[src/rtl/data_selector.sv]
// Registered N:1 single-bit selector. The select comes from board switches and is
// resynchronised through a two-flop chain before it addresses the mux.
module data_selector #(
    parameter int N_IN  = 8,
    parameter int SEL_W = 3
) (
    input  logic             clk,
    input  logic             rst_n,
    input  logic [N_IN-1:0]  in,
    input  logic [SEL_W-1:0] sel,
    output logic             out
);

    logic [SEL_W-1:0] sel_s1;
    logic [SEL_W-1:0] sel_s2;
    logic             mux_bit;

    // Only the second synchroniser stage may address the mux; sel_s1 can be metastable.
    assign mux_bit = in[sel_s2];

    always_ff @(posedge clk or negedge rst_n) begin
        if (!rst_n) begin
            sel_s1 <= '0;
            sel_s2 <= '0;
            out    <= 1'b0;
        end else begin
            sel_s1 <= sel;
            sel_s2 <= sel_s1;
            out    <= mux_bit;
        end
    end

endmodule

[config.mk]
export PLATFORM = sky130hd
export DESIGN_NAME = data_selector
export DESIGN_NICKNAME = d
export VERILOG_FILES = /design/src/rtl/data_selector.sv
export SDC_FILE = /design/constraint.sdc
export NUM_CORES = 1
export LEC_CHECK = 0
export ABC_AREA = 0
export CAP_MARGIN = 10
export CORE_AREA = 2 2 39 41
export DETAILED_ROUTE_END_ITERATION = 8
export DIE_AREA = 0 0 41 43
export GPL_TIMING_DRIVEN = 0
export HOLD_SLACK_MARGIN = 0.1
export PLACE_DENSITY_LB_ADDON = 0.15
export REMOVE_ABC_BUFFERS = 1
export SKIP_CTS_REPAIR_TIMING = 1
export SYNTH_ARGS = -nofsm -noshare
export SYNTH_HDL_FRONTEND = slang
export SYNTH_SLANG_ARGS = --single-unit
[constraint.sdc]
create_clock -name clk -period 1.58 [get_ports clk]
set_input_delay 0.237 -clock clk [delete_from_list [all_inputs] [get_ports clk]]
set_output_delay 0.237 -clock clk [all_outputs]
set_load 0.1 [all_outputs]
Word-level counts from Yosys, hierarchy flattened. Cells that the tools add are included.

Flip-flop bits (word level): 7. Bits of input ports: 13. Word-level logic and storage cells: 6. Output and inout port bits: 1.

Muxes and demuxes: 2. Magnitude comparators: 1.

Operators by type and width (count): < comparator 3 x 4 -> 1 bit, second input constant (1); binary-select mux 1 bit (select 3 bit) (1); 2-to-1 mux 1 bit (1).

Logic depth before layout (Yosys ltp). Gate-level depths: netlist (run 1).

Depth after elaboration: 2. Gate-level depth with buffers: 2. Mapped depth without buffers: 2.

Worst setup path before layout (run 1). OpenSTA, ideal clock, no wires.

Path type: register -> register. Start: register sel_s2[0]. End: register out. Setup time: 125 ps. Buffers on the path: 0. Path slack: 326 ps. Required time: 1455 ps. Arrival time: 1129 ps. Cell stages (with the launch flop): 3. Period minus slack after synthesis: 1254 ps. Cells stage by stage: dfrtp_1 mux4_1 mux2_2.

Word-level cells in the longest chain between the ends: 2.

Ends and longest elaborated chain: start, declared (RTL line 15) `logic [SEL_W-1:0] sel_s2;`; start signal, assigned (RTL line 28) `sel_s2 <= sel_s1;`; binary-select mux 1 bit (select 3 bit) (RTL line 19) `assign mux_bit = in[sel_s2];`; 2-to-1 mux 1 bit (implied by the code) (RTL line 19); net mux_bit (RTL line 16) `logic mux_bit;`; end signal, assigned (RTL line 29) `out <= mux_bit;`; end, declared (RTL line 11) `output logic out`.

The timed path passes the listed nets, and every way through them passes these cells. The select of a mux whose other input is x is not followed.

Final worst setup path (run 1).
Start: register out. End: output out.

No word-level cell between the ends.

==> results list, run 1 <==
- The run finished with clean final reports.
- Synth area leader: sky130_fd_sc_hd__dfrtp_1
- STA classifies the critical path startpoint as a flip-flop.
- Initial Utilization: 0.173
* Share of final-layout standard cells stronger than drive strength 1: 0.148
* Number of library cell types mapped by synthesis: 3
- Measured on the finished design, the core utilization comes to 0.302.
- Headroom to the max-slew limit came out at 0.356.
- For this design the static power due to leakage is 0.181 nW.
- Class of the most critical setup path: flip-flop to primary output
* Stages on the worst setup path: 1
* CTS clk-pin slew, worst paths: 50 ps
* Final non-filler cell area: 418 sq um
* Area growth from synthesis to layout: 74.9%
- On the final layout, the worst hold slack is 240 ps.
- DRC violations left: 0
* Type of element capturing the critical path: primary output
- Highest-count cells in the layout ignoring fill and taps: sky130_fd_sc_hd__clkdlybuf4s50_1, sky130_fd_sc_hd__dfrtp_1, sky130_fd_sc_hd__clkbuf_4
- Yosys attributes the largest share of cell area to sky130_fd_sc_hd__dfrtp_1, sky130_fd_sc_hd__mux4_1, sky130_fd_sc_hd__mux2_2.
- Final worst path period share: 0.971
* Most common cell after layout, fill and taps aside: sky130_fd_sc_hd__clkdlybuf4s50_1
- Per-instance average area after synthesis: 23.9 sq um
- Number of cells traversed by the worst register-to-register path: 2
- Standard cell core area: 1380 sq um
* Post-detailed-routing wire length: 413 um
- Bufs on Longest Clock Path: 2
* Average vias per placed instance: 3.60
- Worst-skew pair later-pin latency: 240 ps
- The tree is rooted in a sky130_fd_sc_hd__clkbuf_4.
- Initial antenna violation count: 0
- CTS sink count: 7
- Across every metal layer, demand over resource in global routing totals 0.0569.
- FP Rows: 14
* Number of nets in the layout: 41
* Vias after detailed routing: 155
* Placer congestion estimate: 0.500
* Pins over their slew limit: 0
- Setup violations remaining at the end of the flow were counted as 0.
* Number of synthesized register bits: 7
- In this run the number of H-tree levels came out at 1.
* Worst stage delay on the critical path: 740 ps
* Aggregate negative setup slack: 0 ps
- 14 I/O pins were placed.
- At the pin with the least slew margin, the transition time is 964 ps.
- Vias in the first global route: 156
- The count of nets left with antenna violations once routing finished came out at 0.
- Fill cell count: 148
- Antenna fix cells: 0
* Fin. Hold Viols: 0
- Die ar.: 1760 sq um
- Port buffering added 13 buffers.
* Dominant delay contributor by cell family on the critical path: buffers and inverters
* Cell Pwr Density: 1020 nW/um^2
- Routed length per placed instance: 9.60 um
- Pin count of the biggest net entering global routing: 8
* Highest ir drop seen on vdd: 0.381 mV
- Traced cell by cell, the critical path runs through dlymetal6s2s_1.
- Detailed router's first-iteration violation count: 2
- The routed design could run at a clock period as short as 1530 ps.
- Maximum capacitance violations: 0
* Class of the tightest hold or removal check: input pin to asynchronous set/reset pin
* Setup repair after global routing missed its margin: no
- Number of instances in the synthesized netlist: 10
- Inserted Clock Buffers: 3
- During synthesis, Yosys emitted a total of 0 warnings.
* Horizontal die dimension: 41 um
- For this run the aggregate overflow at the end of global routing stands at 0.
- The first global-routing pass estimated 545 um of wire.
- Data required time of the worst path: 1340 ps
- Max Fanout on Critical Path: 1
* Share of the yosys chip area belonging to registers: 0.733
- The placed instances occupy a cell area of 389 sq um.
* Fmax: 0.652 GHz
- CTS tree: built
* Post-synthesis instance area: 239 sq um
- Buffers and inverters on the worst path: 1
- At the worst endpoint, the arrival time is 1300 ps.
- Iteration count of the initial detailed-routing pass: 3
- Of the post-synthesis cell area, the dominant cell type holds 0.733.
- Fin Clk Skew: 1.71 ps
- Slowest cell on the critical path: sky130_fd_sc_hd__dlymetal6s2s_1
* Die Height: 43 um
cell families (layout without fill, tap and decap cells):
kind of cell  Yosys count  count (layout)  share of synthesized area
mux                     3               3                      0.267
flops                   7               7                      0.733
buf+inv                 0              17                          0
report_power, final:
| group | total (W) | switching [W] | leakage [nW] | internal, W |
|---|---|---|---|---|
| Clock | 0.000156 | 0.0000603 | 0.0150 | 0.0000960 |
| Sequential | 0.000194 | 0.00000348 | 0.0816 | 0.000191 |
| Combinational | 0.0000749 | 0.0000344 | 0.0849 | 0.0000405 |
| Total | 0.000425 | 0.0000982 | 0.181 | 0.000327 |
sequential cells by signal, indices dropped and copies added (netlist names):
name / count
sel_s1: 3
sel_s2: 3
out: 1
area by class of cell:
cell class | instances | area (sq um) | share of cell area
sequential | 7 | 175 | 0.419
clock buffer | 4 | 26.3 | 0.0629
timing repair buffer | 13 | 133 | 0.317
multi-input combinational | 3 | 63.8 | 0.153
tap | 16 | 20.0 | 0.0479
cell usage after synthesis:
cell / number
sky130_fd_sc_hd__mux4_1: 2
sky130_fd_sc_hd__dfrtp_1: 7
sky130_fd_sc_hd__mux2_2: 1
path summary, 6_finish.rpt:
check                               startpoint             endpoint  slack (ps)
min in group clk           sel_s1[2]$_DFF_PN0_  sel_s2[2]$_DFF_PN0_         340
max                              out$_DFF_PN0_                  out          50
min reg2reg                sel_s1[2]$_DFF_PN0_  sel_s2[2]$_DFF_PN0_         340
min                                      rst_n        out$_DFF_PN0_         240
max in group asynchronous                rst_n  sel_s1[0]$_DFF_PN0_        1120
max reg2reg                sel_s2[0]$_DFF_PN0_        out$_DFF_PN0_         280
stage by stage:
stage	total power [W]	cells	setup WS [ps]
detailed placement	0.000274	39	-82.0
floorplan	0.000232	10	326
finish	0.000425	43	45.6
CTS	0.000436	43	-366
global route	0.000449	43	2.38
global placement	0.000273	39	-78.7
layer usage:
metal,global-route usage,routed length [um]
met5,0,0
met4,0.0600,0
met3,0.0628,49
met2,0.0750,224
met1,0.0367,138
Note: power is estimated with default switching activity, not from simulation.
==> inputs of run 2 (changes only) <==
--- a/config.mk
+++ b/config.mk
@@ -12,7 +12,6 @@
 export DIE_AREA = 0 0 41 43
 export GPL_TIMING_DRIVEN = 0
 export HOLD_SLACK_MARGIN = 0.1
-export PLACE_DENSITY_LB_ADDON = 0.15
 export REMOVE_ABC_BUFFERS = 1
 export SKIP_CTS_REPAIR_TIMING = 1
 export SYNTH_ARGS = -nofsm -noshare
==> results list, run 2 (same netlist as run 1, synthesis figures left out) <==
* Status: complete, no violations (unchanged)
- The number of buffers between clock root and the deepest sink is 2 (unchanged).
* Number of cells traversed by the worst register-to-register path: 2 (unchanged)
- The vias after detailed routing is 159 (was 155).
- Area post-placement: 389 sq um (unchanged)
- The largest net degree at the start of global routing is 8 (unchanged).
- The number of maximum-capacitance violations was 0 (unchanged).
- The fill cell instance count of the final layout was 141 (was 148).
* Setup slack of the critical path after layout: 237 ps (was 45.6 ps)
* Utilization after layout: 0.297 (was 0.302)
- Total setup violations reported at the end of the flow: 0 (unchanged)
* CP startpoint kind: flip-flop (unchanged)
- The layout net count was 41 (unchanged).
- Area growth from synthesis to layout: 71.7% (was 74.9%)
- Share of final-layout standard cells stronger than drive strength 1: 0.185 (was 0.148)
- Fin Clk Skew: 1.83 ps (was 1.71 ps)
* Average vias per placed instance: 3.70 (was 3.60)
* Vias in the first global route: 202 (was 156)
- The worst IR drop on VDD came to 0.652 mV (was 0.381 mV).
* Post-detailed-routing wire length: 510 um (was 413 um)
- Iteration count of the initial detailed-routing pass: 1 (was 3)
* Placer congestion estimate: 0.608 (was 0.500)
- Type of element capturing the critical path: flip-flop (was primary output)
- Standard cell core area: 1380 sq um (unchanged)
- Final non-filler cell area: 410 sq um (was 418 sq um)
- Cell Pwr Density: 1030 nW/um^2 (was 1020 nW/um^2)
* Highest-count cells in the layout ignoring fill and taps: sky130_fd_sc_hd__clkdlybuf4s50_1, sky130_fd_sc_hd__dfrtp_1, sky130_fd_sc_hd__clkbuf_4 (unchanged)
- Inserted Clock Buffers: 3 (unchanged)
- The worst setup slack for register-to-register paths came to 240 ps (was 280 ps).
- The class of the worst hold path is input pin to asynchronous set/reset pin (unchanged).
* Slowest cell on the critical path: sky130_fd_sc_hd__mux4_1 (was sky130_fd_sc_hd__dlymetal6s2s_1)
- Routed length per placed instance: 11.9 um (was 9.60 um)
- The launching instance or port of the critical path was sel_s2[0]$_DFF_PN0_ (was out$_DFF_PN0_).
- The fmax is 0.745 GHz (was 0.652 GHz).
* Class of the most critical setup path: flip-flop to flip-flop (was flip-flop to primary output)
- The antenna cell count was 0 (unchanged).
* First-pass GRT wire length: 807 um (was 545 um)
- Total grt overflow: 0 (unchanged)
* CTS tree: built (unchanged)
* Count of port buffers added during placement: 13 (unchanged)
* # IOs: 14 (unchanged)
- The detailed router's first-iteration violation count was 0 (was 2).
- The initial antenna violation count is 0 (unchanged).
* Cell at the root of the clock tree: sky130_fd_sc_hd__clkbuf_4 (unchanged)
* Final period demand of the worst path: 1340 ps (was 1530 ps)
* Worst slack at placement: -80.4 ps (was -82.0 ps)
- Leakage power total: 0.173 nW (was 0.181 nW)
- The launching point of the worst reg2reg path is sel_s2[0]$_DFF_PN0_ (unchanged).
- The combined global-route utilization of all metal layers is 0.0792 (was 0.0569).
- CTS sink count: 7 (unchanged)
- Setup repair after global routing missed its margin: no (unchanged)
* CTS clk-pin slew, worst paths: 50 ps (about the same)
- Cells along the critical path: mux4_1, mux2_2 (was dlymetal6s2s_1)
- Horizontal die dimension: 41 um (unchanged)
- The initial cell density of the core came to 0.173 (unchanged).
* Die Height: 43 um (unchanged)
* Largest registers: sel_s1 x3, sel_s2 x3, out x1 (unchanged)
* Worst Max-Slew Pin Slew: 542 ps (was 964 ps)
- Data required time of the worst path: 1710 ps (was 1340 ps)
- The area of the die was 1760 sq um (unchanged).
- Max Fanout on Critical Path: 2 (was 1)
* Final worst path period share: 0.850 (was 0.971)
- Most common cell after layout, fill and taps aside: sky130_fd_sc_hd__clkdlybuf4s50_1 (unchanged)
* DRC violations left: 0 (unchanged)
- The number of placement rows is 14 (unchanged).
* H-tree depth reported by CTS: 1 (unchanged)
- DRT antenna net count: 0 (unchanged)
- The number of pins exceeding their max-slew limit in the final report is 0 (unchanged).
- Arrival time at the worst endpoint: 1470 ps (was 1300 ps)
- The largest incremental delay on the critical path is 570 ps (was 740 ps).
- The end of the worst register-to-register path was out$_DFF_PN0_ (unchanged).
- Fin. Hold Viols: 0 (unchanged)
- Worst-skew pair later-pin latency: 250 ps (was 240 ps)
* Worst slew slack as a fraction of its limit: 0.640 (was 0.356)
==> run 2: stage by stage <==
step / hold slack [ps] / power (W) / setup TNS, ps / cells
final: 237 / 0.000425 / 0 / 43
after global routing: 244 / 0.000457 / 0 / 43
after CTS: 232 / 0.000440 / -360 / 43
after detailed placement: 336 / 0.000274 / -80.4 / 39
after global placement: 333 / 0.000272 / -80.6 / 39
after floorplan: -58.6 / 0.000232 / 0 / 10
==> run 2: layer usage <==
metal	routed length, um	track usage	share of wire	vias to the layer above
li1	-	-	-	73
met2	232	0.109	0.45	14
met4	6	0.0600	0.012	0
met5	0	0	0	-
met1	155	0.0567	0.30	70
met3	115	0.0890	0.23	2
==> run 2: area by class of cell <==
class                      count  area [sq um]  share of cell area
sequential                     7           175               0.427
timing repair buffer          13           125               0.305
multi-input combinational      3          63.8               0.155
clock buffer                   4          26.3              0.0640
tap                           16          20.0              0.0488
==> run 2: critical path, delay by kind of cell (launching register included) <==
kind / cells / cell delay [ps]
mux: 2 / 850
flops: 1 / 380
==> run 2: power breakdown <==
group | switching (W) | internal, W
Sequential | 0.00000426 | 0.000191
Combinational | 0.0000352 | 0.0000376
Clock | 0.0000608 | 0.0000960
Total | 0.000100 | 0.000324
==> run 2: how the worst max path moves through the flow <==
stage	to	slack, ps	cells past startpoint
after floorplan	out$_DFF_PN0_	330	2
after global routing	out$_DFF_PN0_	210	2
after detailed placement	out	-80	1
after CTS	out	-360	1
final	out$_DFF_PN0_	240	2
after global placement	out	-80	1
==> inputs of run 3 (changes only) <==
==> constraint.sdc (replaced) <==
create_clock -name clk -period 1.1 [get_ports clk]
set_input_delay 0.165 -clock clk [delete_from_list [all_inputs] [get_ports clk]]
set_output_delay 0.165 -clock clk [all_outputs]
set_load 0.1 [all_outputs]
==> results list, run 3 (same netlist as run 1, synthesis figures left out) <==
* Status: finished, violations left (was complete, no violations)
- The final reports fail on setup timing.
- Initial Utilization: 0.173 (unchanged)
- The worst setup slack for register-to-register paths was -200 ps (was 240 ps).
* Iteration count of the initial detailed-routing pass: 2 (was 1)
- Die ar.: 1760 sq um (unchanged)
* Final worst path period share: 1.18 (was 0.850)
- The post-synthesis to final-layout area growth was 71.2% (was 71.7%).
* # IOs: 14 (unchanged)
* Class of the most critical setup path: flip-flop to flip-flop (unchanged)
* Most common cell after layout, fill and taps aside: sky130_fd_sc_hd__clkdlybuf4s50_1 (unchanged)
* Cell Pwr Density: 1510 nW/um^2 (was 1030 nW/um^2)
- Number of nets in the layout: 41 (unchanged)
* Highest ir drop seen on vdd: 0.967 mV (was 0.652 mV)
- Setup repair after global routing missed its margin: yes (was no)
- The vias after detailed routing was 160 (was 159).
* Type of element capturing the critical path: flip-flop (unchanged)
* CTS tree: built (unchanged)
- Maximum capacitance violations: 0 (unchanged)
* Reg area: 175 sq um (unchanged)
- Total setup violations reported at the end of the flow: 1 (was 0)
- Worst slew slack as a fraction of its limit: 0.805 (was 0.640)
- The largest net degree at the start of global routing was 8 (unchanged).
* Placer congestion estimate: 0.608 (unchanged)
- Class of the tightest hold or removal check: input pin to asynchronous set/reset pin (unchanged)
* Worst Max-Slew Pin Slew: 292 ps (was 542 ps)
* Bufs on Longest Clock Path: 2 (unchanged)
- DRT antenna net count: 0 (unchanged)
* FP Rows: 14 (unchanged)
- The worst-path cell with the longest stage delay is sky130_fd_sc_hd__mux4_2 (was sky130_fd_sc_hd__mux4_1).
* Setup slack of the critical path after layout: -201 ps (was 237 ps)
- The die boundary width came to 41 um (unchanged).
- The residual overflow from global routing was 0 (unchanged).
* Placed insts: 39 (unchanged)
- The clock input transition at the sequential cells of the worst setup and hold paths is 50 ps (about the same).
* Die Height: 43 um (unchanged)
- The launching point of the worst reg2reg path is sel_s2[0]$_DFF_PN0_ (unchanged).
- Arrival time at the worst endpoint: 1430 ps (was 1470 ps)
* Leakage power total: 0.169 nW (was 0.173 nW)
- Pins over their slew limit: 0 (unchanged)
* Data required time of the worst path: 1230 ps (was 1710 ps)
- The clock net sink count came to 7 (unchanged).
- CP startpoint kind: flip-flop (unchanged)
- Inserted Clock Buffers: 3 (unchanged)
* Detailed router's first-iteration violation count: 3 (was 0)
- The total count of hold-check failures in the final report was 0 (unchanged).
- The deepest level of the CTS H-tree came to 1 (unchanged).
- Vias in the first global route: 202 (unchanged)
- The first-pass GRT wire length is 807 um (unchanged).
- Count of port buffers added during placement: 13 (unchanged)
- Max Fanout on Critical Path: 2 (unchanged)
- Highest-count cells in the layout ignoring fill and taps: sky130_fd_sc_hd__clkdlybuf4s50_1, sky130_fd_sc_hd__dfrtp_1, sky130_fd_sc_hd__clkbuf_4 (unchanged)
- Number of cells traversed by the worst register-to-register path: 2 (unchanged)
- The combined global-route utilization of all metal layers was 0.0792 (unchanged).
- Worst stage delay on the critical path: 520 ps (was 570 ps)
* Average vias per placed instance: 3.72 (was 3.70)
- End of the worst register-to-register path: out$_DFF_PN0_ (unchanged)
- The insertion delay to the later sink of the worst-skew pair is 250 ps (about the same).
- The initial antenna violation count was 0 (unchanged).
* Standard cell core area: 1380 sq um (unchanged)
- DRC violations left: 0 (unchanged)
- Largest registers: sel_s1 x3, sel_s2 x3, out x1 (unchanged)
- Fmax: 0.769 GHz (was 0.745 GHz)
- The clock root buffer is sky130_fd_sc_hd__clkbuf_4 (unchanged).
* Share of final-layout standard cells stronger than drive strength 1: 0.259 (was 0.185)
* Final period demand of the worst path: 1300 ps (was 1340 ps)
- The total length of routed wires was 529 um (was 510 um).
* Cells along the critical path: mux4_2, mux2_4 (was mux4_1, mux2_2)
* Antenna fix cells: 0 (unchanged)
* Final instance count without filler cells: 43 (unchanged)
- Routed length per placed instance: 12.3 um (was 11.9 um)
* Area of the multi-input gates: 60.1 sq um (was 63.8 sq um)
- The final setup skew came to 1.94 ps (was 1.83 ps).
- Worst hold slack: 166 ps (was 237 ps)
- Fill cell count: 141 (unchanged)
## run 3: cell counts in the layout (fill, tap and decap cells not counted)
Identical to the previous run, type by type.
## run 3: worst max-delay path by stage
stage / start / endpoint / slack (ps) / cells after the start
final: sel_s2[0]$_DFF_PN0_ / out$_DFF_PN0_ / -200 / 2
after global routing: sel_s2[0]$_DFF_PN0_ / out$_DFF_PN0_ / -240 / 2
after CTS: out$_DFF_PN0_ / out / -770 / 1
after detailed placement: out$_DFF_PN0_ / out / -490 / 1
after global placement: out$_DFF_PN0_ / out / -490 / 1
after floorplan: sel_s2[0]$_DFF_PN0_ / out$_DFF_PN0_ / -150 / 2
## run 3: metrics by stage
stage          TNS [ps]  power, W   util  area (sq um)  setup WS [ps]
2_1_floorplan      -154  0.000334      -           239           -154
3_3_place_gp       -854  0.000391  0.281           389           -489
3_5_place_dp       -872  0.000394  0.281           389           -488
4_1_cts           -1020  0.000633  0.300           415           -768
5_1_grt            -238  0.000665  0.296           409           -238
6_report           -201  0.000618  0.296           409           -201
## run 3: metal layers
metal | global-route usage | wire (um) | part of all wire | vias to the layer above
li1 | - | - | - | 71
met1 | 0.0567 | 169 | 0.32 | 73
met3 | 0.0890 | 110 | 0.21 | 2
met5 | 0 | 0 | 0 | -
met4 | 0.0600 | 6 | 0.011 | 0
met2 | 0.109 | 242 | 0.46 | 14
## run 3: layout make-up
class                   instances  area share
multi-input cells               3       0.147
repair buffers                 13       0.312
clock buffers                   4      0.0642
well taps                      16      0.0489
flip-flops and latches          7       0.428
## run 3: critical path: cells and delay by family (launching register included)
kind	cells	cell delay [ps]
mux	2	790
flops	1	390
## run 3: power breakdown
group	leakage, nW	switching [W]	internal [W]
clock	0.0150	0.0000874	0.000138
combinational	0.0725	0.0000517	0.0000603
sequential	0.0816	0.00000705	0.000274
total	0.169	0.000146	0.000472
